File: config.mk
export PLATFORM = sky130hd
export DESIGN_NAME = key_debounce
export DESIGN_NICKNAME = d
export VERILOG_FILES = /design/src/rtl/key_pkg.sv /design/src/rtl/key_filter_ch.sv /design/src/rtl/key_debounce.sv
export SDC_FILE = /design/constraint.sdc
export NUM_CORES = 1
export LEC_CHECK = 0
export CAP_MARGIN = 15
export CORE_UTILIZATION = 55
export CTS_BUF_LIST = sky130_fd_sc_hd__clkbuf_4
export DETAILED_ROUTE_END_ITERATION = 12
export PLACE_DENSITY_LB_ADDON = 0.3
export REMOVE_ABC_BUFFERS = 1
export SYNTH_ARGS = -nofsm -noshare
export SYNTH_HDL_FRONTEND = slang
export SYNTH_HIERARCHICAL = 1
export SYNTH_SLANG_ARGS = --single-unit
File: constraint.sdc
create_clock -name clk -period 1.8 [get_ports clk]
set_input_delay 0.45 -clock clk [delete_from_list [all_inputs] [get_ports clk]]
set_output_delay 0.45 -clock clk [all_outputs]
set_load 0.05 [all_outputs]
File: src/rtl/key_pkg.sv
// Shared types and default constants for the key debounce bank.
package key_pkg;

  typedef enum logic [1:0] {
    IDLE    = 2'd0,
    FILT_DN = 2'd1,
    DOWN    = 2'd2,
    FILT_UP = 2'd3
  } key_fsm_e;

  localparam int unsigned KEY_NUM_DEF  = 4;
  localparam int unsigned CNT_MAX_DEF  = 999_999;     // 20 ms at 50 MHz
  localparam int unsigned LONG_MAX_DEF = 49_999_999;  // 1 s at 50 MHz

endpackage

File: src/rtl/key_filter_ch.sv
// One key channel: synchronizer, debounce FSM, registered press/release strobes.
// Long-press detection is compiled in when KEY_LONG_PRESS_EN is defined.
module key_filter_ch
  import key_pkg::*;
#(
`ifdef KEY_LONG_PRESS_EN
  parameter int unsigned LONG_MAX = LONG_MAX_DEF,
`endif
  parameter int unsigned CNT_MAX  = CNT_MAX_DEF
) (
  input  logic clk,
  input  logic rst,
  input  logic key_in,
  output logic key_state,
  output logic key_press,
  output logic key_release,
  output logic key_long
);

  localparam int unsigned CNT_W = (CNT_MAX > 0) ? $clog2(CNT_MAX + 1) : 1;
  localparam logic [CNT_W-1:0] CNT_TC = CNT_W'(CNT_MAX);

  logic             sync_p0;
  logic             ks;
  key_fsm_e         state_q;
  key_fsm_e         state_d;
  logic [CNT_W-1:0] cnt_q;
  logic [CNT_W-1:0] cnt_d;
  logic             press_d;
  logic             release_d;
  logic             level_d;

  // Two-flop synchronizer; resets to the released (high) pin level
  always_ff @(posedge clk or negedge rst) begin
    if (!rst) begin
      sync_p0 <= 1'b1;
      ks      <= 1'b1;
    end else begin
      sync_p0 <= key_in;
      ks      <= sync_p0;
    end
  end

  always_ff @(posedge clk or negedge rst) begin
    if (!rst) begin
      state_q     <= IDLE;
      cnt_q       <= '0;
      key_state   <= 1'b0;
      key_press   <= 1'b0;
      key_release <= 1'b0;
    end else begin
      state_q     <= state_d;
      cnt_q       <= cnt_d;
      key_state   <= level_d;
      key_press   <= press_d;
      key_release <= release_d;
    end
  end

  always_comb begin
    state_d   = state_q;
    cnt_d     = cnt_q;
    press_d   = 1'b0;
    release_d = 1'b0;
    case (state_q)
      IDLE: begin
        if (!ks) begin
          state_d = FILT_DN;
          cnt_d   = '0;
        end
      end
      FILT_DN: begin
        if (ks) begin
          state_d = IDLE;
          cnt_d   = '0;
        end else if (cnt_q == CNT_TC) begin
          state_d = DOWN;
          cnt_d   = '0;
          press_d = 1'b1;
        end else begin
          cnt_d = cnt_q + CNT_W'(1);
        end
      end
      DOWN: begin
        if (ks) begin
          state_d = FILT_UP;
          cnt_d   = '0;
        end
      end
      FILT_UP: begin
        if (!ks) begin
          state_d = DOWN;
          cnt_d   = '0;
        end else if (cnt_q == CNT_TC) begin
          state_d   = IDLE;
          cnt_d     = '0;
          release_d = 1'b1;
        end else begin
          cnt_d = cnt_q + CNT_W'(1);
        end
      end
      default: begin
        state_d = IDLE;
        cnt_d   = '0;
      end
    endcase
    // Level follows the next state so it switches in the same cycle as the strobe
    level_d = (state_d == DOWN) || (state_d == FILT_UP);
  end

`ifdef KEY_LONG_PRESS_EN
  localparam int unsigned LONG_W = (LONG_MAX > 0) ? $clog2(LONG_MAX + 1) : 1;
  localparam logic [LONG_W-1:0] LONG_TC = LONG_W'(LONG_MAX);

  logic [LONG_W-1:0] long_cnt;
  logic              long_done;

  // Restarts only on a fresh press; a FILT_UP bounce back to DOWN keeps counting
  always_ff @(posedge clk or negedge rst) begin
    if (!rst) begin
      long_cnt  <= '0;
      long_done <= 1'b0;
      key_long  <= 1'b0;
    end else begin
      key_long <= 1'b0;
      if (press_d) begin
        long_cnt  <= '0;
        long_done <= 1'b0;
      end else if ((state_q == DOWN) || (state_q == FILT_UP)) begin
        if (long_cnt == LONG_TC) begin
          if (!long_done) begin
            key_long  <= 1'b1;
            long_done <= 1'b1;
          end
        end else begin
          long_cnt <= long_cnt + LONG_W'(1);
        end
      end
    end
  end
`else
  assign key_long = 1'b0;
`endif

endmodule

File: src/rtl/key_debounce.sv
// Bank of KEY_NUM independent active-low key debouncers with press/release strobes.
// Optional long-press strobes are built when KEY_LONG_PRESS_EN is defined.
module key_debounce
  import key_pkg::*;
#(
  parameter int unsigned KEY_NUM  = KEY_NUM_DEF,
`ifdef KEY_LONG_PRESS_EN
  parameter int unsigned LONG_MAX = LONG_MAX_DEF,
`endif
  parameter int unsigned CNT_MAX  = CNT_MAX_DEF
) (
  input  logic               clk,
  input  logic               rst,
  input  logic [KEY_NUM-1:0] key_in,
  output logic [KEY_NUM-1:0] key_state,
  output logic [KEY_NUM-1:0] key_press,
  output logic [KEY_NUM-1:0] key_release,
  output logic [KEY_NUM-1:0] key_long
);

  for (genvar i = 0; i < KEY_NUM; i++) begin : g_ch
    key_filter_ch #(
`ifdef KEY_LONG_PRESS_EN
      .LONG_MAX (LONG_MAX),
`endif
      .CNT_MAX  (CNT_MAX)
    ) u_ch (
      .clk         (clk),
      .rst         (rst),
      .key_in      (key_in[i]),
      .key_state   (key_state[i]),
      .key_press   (key_press[i]),
      .key_release (key_release[i]),
      .key_long    (key_long[i])
    );
  end

endmodule

# Word level (Yosys, flattened, before mapping)
# Index checks and enable logic that the tools add are counted.
[op_classes]
addsub = 4
n_eq_ne = 32
n_mux = 72
reduce_logical = 12
[op_table]
columns = ["cell", "n"]
rows = [
  ["20-bit 2-to-1 mux", 20],
  ["20-bit case mux with 4 select lines", 4],
  ["20-bit by 1-bit adder with 20-bit output, second input constant", 4],
  ["20-bit == test, second input constant", 4],
  ["2-bit 2-to-1 mux", 24],
  ["2-bit == test, second input constant", 16],
  ["2-bit case mux with 4 select lines", 4],
  ["1-bit 2-to-1 mux", 20],
  ["2-bit by 1-bit == test with 1-bit output, second input constant", 4],
  ["2-bit zero test", 4],
  ["2-bit by 1-bit inequality test with 1-bit output, second input constant", 4],
  ["2-bit inequality test, second input constant", 4],
  ["2-bit AND reduction", 4],
  ["1-bit logical OR", 4],
]
[totals]
reg_bits = 108
input_bits = 6
elab_cells = 148

# Logic depth before layout (Yosys ltp)
[logic_depth]
depth_word = 6
ltp_mapped = 7
mapped_depth_nobuf = 6

# Modules after synthesis
# The synthesis kept the hierarchy.
[modules_own_cells]
columns = ["mod", "instances", "cells_per_inst", "area_per_inst_um2", "seq_area_each_um2"]
rows = [
  ["key_filter_ch at g_ch[0].u_ch ...", 3, 140, 1368.8, 678.2],
  ["key_filter_ch at g_ch[3].u_ch", 1, 146, 1430.1, 678.2],
]

# Worst setup path after synthesis
# OpenSTA, ideal clock, no wires.
[synth_path]
path_type = "reg-to-reg"
start = "register g_ch[0].u_ch.cnt_q[8]"
end = "register g_ch[0].u_ch.cnt_q[2]"
arrival_time_ns = 1.636
t_required_ns = 1.679
setup_slack_ns = 0.043
stages_incl_launch_ff = 6
path_buffers = 1
period_less_slack_ns = 1.757
cell_sequence = "dfrtp_1 -> or4b_4 -> nor3_4 -> a31oi_2 -> buf_6 -> a22o_1"
[synth_between]
elab_chain_cells = 4
elab_cells_between_ends = 5
[synth_rtl]
columns = ["element", "line_no", "rtl"]
rows = [
  ["start: declaration", "key_filter_ch.sv:27", "logic [CNT_W-1:0] cnt_q;"],
  ["start signal: assignment", "key_filter_ch.sv:53", "cnt_q <= cnt_d;"],
  ["20-bit == test *", "key_filter_ch.sv:76, key_filter_ch.sv:94", ""],
  ["20-bit 2-to-1 mux *", "key_filter_ch.sv:76, key_filter_ch.sv:94", ""],
  ["20-bit 2-to-1 mux (on tied branches)", "key_filter_ch.sv:91, key_filter_ch.sv:73", ""],
  ["20-bit case mux with 4 select lines *", "key_filter_ch.sv:65", "case (state_q)"],
]
# Every way passes the cells marked *; elsewhere a longest branch is shown, timed or not.
# A chain may end at the register's enable or synchronous reset.

# Worst setup path in the final report
[layout_path]
start = "register g_ch[0].u_ch.cnt_q[8]"
end = "register g_ch[0].u_ch.cnt_q[15]"
[layout_between]
elab_chain_cells = 4
elab_cells_between_ends = 6
[layout_rtl]
columns = ["element", "line_no"]
rows = [
  ["20-bit by 1-bit adder with 20-bit output or 20-bit == test (tied branches)", "n/a"],
  ["20-bit 2-to-1 mux *", "key_filter_ch.sv:76, key_filter_ch.sv:94"],
  ["20-bit 2-to-1 mux (on tied branches)", "key_filter_ch.sv:91, key_filter_ch.sv:73"],
  ["20-bit case mux with 4 select lines *", "key_filter_ch.sv:65"],
]
# Marks and branches as above.

==> results by stage <==
Worst setup path:
- The worst path buffer plus inverter count is 1.
- The startpoint identified for the worst register-to-register timing path is g_ch[0].u_ch/cnt_q[8]$_DFFE_PN0P_.
- The slowest cell on the critical path is or4b_4.
- Setup slack on the worst reg-to-reg path comes out at -0.09 ns.
- STA classifies the critical path endpoint as a flop.
- The worst setup path is launched from a flop.
- The top fanout value on the critical path is 8.
- The kind of cell with the highest combined delay on the critical path is simple AND/OR/NAND/NOR gates.
- For this run, the slowest stage of the critical path takes between 0.5 and 0.6 ns.
- The required time of the worst setup path is between 2 and 2.5 ns.
- The critical path goes through or4b_4, nor3_4, a31oi_4, buf_6, a31oi_4, a31oi_1.
- The end point of the critical path is g_ch[0].u_ch/cnt_q[15]$_DFFE_PN0P_.
- The launch point of the critical path is g_ch[0].u_ch/cnt_q[8]$_DFFE_PN0P_.
- The worst reg-to-reg path cell count is 6.
- The cell that appears most often on the critical path is a31oi_4.
- The classification of the worst setup path is reg2reg.
- The data arrival time of the worst path is ~2.3 ns.
- The worst register-to-register path ends at g_ch[0].u_ch/cnt_q[15]$_DFFE_PN0P_.
- The number of cells on the critical path is 6.

Timing:
- For the pin with the worst max-slew slack, the measured transition is roughly 0.59 ns.
- Setup repair after global routing could not meet its margin everywhere.
- The final hold violation count was 0.
- The number of endpoints failing setup at the final stage is 36.
- After routing, the total negative slack on setup checks comes to -1.39 ns.
- Dividing the final minimum period by the clock period gives 105%.
- The achievable frequency is between 500 and 600 MHz.
- The smallest setup slack after layout is -0.0949 ns.
- The headroom to the max-slew limit is about three fifths.
- The smallest clock period supported by the final layout is computed as 1.89 ns.
- The total count of max-transition violations in the final report came to 0.
- For the final database, setup skew stands at approximately 0.014 ns.

Final layout:
- For this run, the number of standard cells in the final layout without fillers is 785.
- Counting the fill cells in the layout gives 709.
- From synthesis to final layout, the design area changed by 22.8%.
- The final instance area is around 0.007 mm2.
- The proportion of layout cells with a drive suffix above 1 is between 20% and 30%.
- The repair_antennas step left the layout with diodes totalling 0.
- The layout net count is around 660.

Logic synthesis:
- Summing the areas of all fa, ha and maj instances in the mapped netlist gives 0.904% of the synthesized area.
- The mux share of post-synthesis cell area is 0.565%.
- Sorting the synthesized cells by how often they occur yields 100 x dfrtp_1, 77 x nand2_1, 50 x o21ai_0.
- The synthesized area divided by synthesized cell count is just under 10 um2.
- The complex-gate fraction of the synthesized area is 16.9%.
- The number of warning messages in the yosys log is 6.
- The async set or reset register ratio after synthesis is 100%.
- Yosys attributes the largest share of cell area to dfrtp_1 45%, nand2_1 5.2%, o21ai_0 4.5%, a31oi_1 4.2%, dfstp_2 3.8%.
- The area fraction of the dominant cell type after synthesis is 45.2%.
- In the post-synthesis netlist, the cell with the most instances is dfrtp_1.
- The cell area after synthesis is around 0.0055 mm2.
- The number of enable flip-flop cells after synthesis is 0.
- After Yosys synthesis, XOR and XNOR cells account for under 10% of the synthesized area.
- The largest family of logic cells by synthesized area is simple AND/OR/NAND/NOR gates.
- Of the synthesized area, sequential elements account for about half.
- Among all flip-flop cells after synthesis, the most frequent one is dfrtp_1.
- The post-synthesis cell type with the largest combined area is dfrtp_1.
- The number of register bits inferred by synthesis is between 100 and 150.
- The simple-gate portion of the synthesized area is 24.8%.
- Synthesis handed over a netlist of between 500 and 600 instances.
- The count of different cell masters after synthesis is 53.

Global routing:
- For this run, global-route usage on met3 was measured as a little under 7%.
- The initial antenna violation count is 0.
- The first global-routing pass estimated 19600 um of wire.
- Entering global routing, the biggest net connects 34 pins.
- For met2 alone, demand over resource in global routing was 39.8%.
- The number of global-route vias before repair is 4366.
- In the global route stage, met1 resource usage came out at about 31%.
- Global routing consumed, over all layers together, roughly 24% of the routing resources.
- The aggregate global routing overflow is 0.
- The highest-utilization routing layer at the global route stage is met2.

Placed design:
- Before CTS, the worst setup slack after placement is -0.0786 ns.
- The cell count after placement is roughly 750.
- The area after detailed placement is 0.00612 mm2.
- The count of buffers added on input and output ports is 17.
- Detailed placement ended at an HPWL of ~7600 um.
- The congestion estimate from routability-driven global placement came to ~0.83.

Floorplanning:
- The starting utilization of the core area is between 50% and 60%.
- In this run the vertical extent of the chip is 102 um.
- Pin placement for this block handled 22 I/O pins.
- The die covers about 0.010 mm2.
- The number of rows in the core area is 36.
- The core region is approximately 0.01 mm2.
- The chip width is approximately 100 um.

CTS:
- The insertion delay to the later sink of the worst-skew pair is 0.49 ns.
- In this run the deepest clock path goes through 2 buffers.
- Clock tree synthesis inserted a total of 9 buffers.
- The clock tree synthesis step divided the H-tree into 3 levels.
- The clock net in this run drives a total of around 110 sinks.
- The cell chosen for the clock root is clkbuf_4.
- The clock slew seen by the registers of the worst setup and hold paths is 0.16 ns.
- TritonCTS built the clock tree.

Routing:
- The first routing iteration left 203 violations.
- The final antenna-violating net count is 0.
- The remaining design rule violation count is 0.
- The routed design has 12900 um of wire.
- The number of iterations in the first detailed-routing pass is 5.
- The ratio of routed vias to standard cells is 6.01.
- The final route contains about 4700 vias.
- The wire length per cell is 16.4 um.

Hold path:
- The tightest min-delay check is of the in2reg type.

Status:
- The run finished, with violations left.
- The checks that failed: negative setup slack.

Run:
- The max-capacitance violation count is 0.

Power and ir drop:
- In this run the power density over the cells is between 500 and 600 mW/mm2.
- The peak supply drop is ~0.7 mV.
- In this run the static leakage power is about 0.0029 uW.
## sequential cells by signal, indices dropped and copies added (netlist names)
name and cells:
g_ch.u_ch/cnt_q 80, g_ch.u_ch/state_q 8, g_ch.u_ch/key_press 4, g_ch.u_ch/key_release 4, g_ch.u_ch/key_state 4, g_ch.u_ch/ks 4
g_ch.u_ch/sync_p0 4
## layout by cell type, fill, tap and decap left out, types with 11 or more instances in the layout
cell,Yosys,layout
dfrtp_1,100,96
nand2_1,77,74
buf_4,10,68
o21ai_0,50,35
a31oi_1,37,32
nand3_1,29,25
and3_1,22,20
nand4_1,20,20
o21ai_1,6,20
a21oi_1,26,15
buf_6,4,13
nor2_1,19,13
or2b_1,12,12
xor2_1,12,12
inv_1,12,12
a21oi_2,1,12
a22o_1,11,11
## through the flow
stage | hold WS, ns | utilization [%] | total power [uW]
2_1_floorplan | 0.154 | - | 2700
3_3_place_gp | 0.346 | 62.6 | 2840
3_5_place_dp | 0.347 | 62.6 | 2850
4_1_cts | 0.310 | 65.9 | 4050
5_1_grt | 0.292 | 69.6 | 4230
6_report | 0.336 | 69.6 | 4060
## worst reg2reg max path, cell delays in order (launching register included)
cell and delay (ns):
dfrtp_1 0.41, or4b_4 0.54, nor3_4 0.20, a31oi_4 0.19, buf_6 0.21, a31oi_4 0.17
a31oi_1 0.07
## cell type report
| type | count | area, um2 | area share, % |
|---|---|---|---|
| inverter | 12 | 45.0 | 0.662 |
| tap | 133 | 166 | 2.45 |
| sequential | 108 | 2720 | 40.0 |
| clock buffer | 9 | 67.6 | 0.994 |
| clock inverter | 7 | 57.6 | 0.846 |
| multi-input combinational | 426 | 2960 | 43.5 |
| timing repair buffer | 90 | 787 | 11.6 |
## kinds of logic (layout without fill, tap and decap cells)
kind of cell | Yosys count | after routing
simple gates | 239 | 239
fa+ha+maj | 4 | 4
xor+xnor | 21 | 21
compound gates | 151 | 155
other cells | 4 | 4
buf+inv | 36 | 118
flops | 108 | 108
mux | 3 | 3
## report_power, final
group	internal [uW]	switching (uW)
Clock	307	865
Combinational	156	220
Sequential	2470	38.0
## metal layers
metal,up-vias,routed length [um]
met5,-,0
met4,0,235
met3,26,616
met2,126,6570
met1,2308,5480
li1,2255,-
## worst min-delay path by stage
stage / startpoint / endpoint / slack (ns) / depth (start not counted)
detailed placement: g_ch[2].u_ch/sync_p0$_DFF_PN1_ / g_ch[2].u_ch/ks$_DFF_PN1_ / 0.35 / 0
finish: key_in[2] / g_ch[2].u_ch/sync_p0$_DFF_PN1_ / 0.34 / 1
global route: key_in[1] / g_ch[1].u_ch/sync_p0$_DFF_PN1_ / 0.29 / 1
floorplan: rst / g_ch[0].u_ch/cnt_q[0]$_DFFE_PN0P_ / 0.15 / 0
global placement: g_ch[1].u_ch/sync_p0$_DFF_PN1_ / g_ch[1].u_ch/ks$_DFF_PN1_ / 0.35 / 0
CTS: key_in[1] / g_ch[1].u_ch/sync_p0$_DFF_PN1_ / 0.31 / 1
## repair_timing
| item | in CTS | in global routing |
|---|---|---|
| setup buffers | 7 | 10 |
| hold endpoints to repair | 27 | 0 |
| endpoints found under the setup margin | 31 | 71 |
| gates cloned | 3 | 2 |
| resized for setup | 23 | 71 |
| pin swaps | 5 | 18 |
| hold buffers | 1 | 0 |
Note: power is estimated with default switching activity, not from simulation.
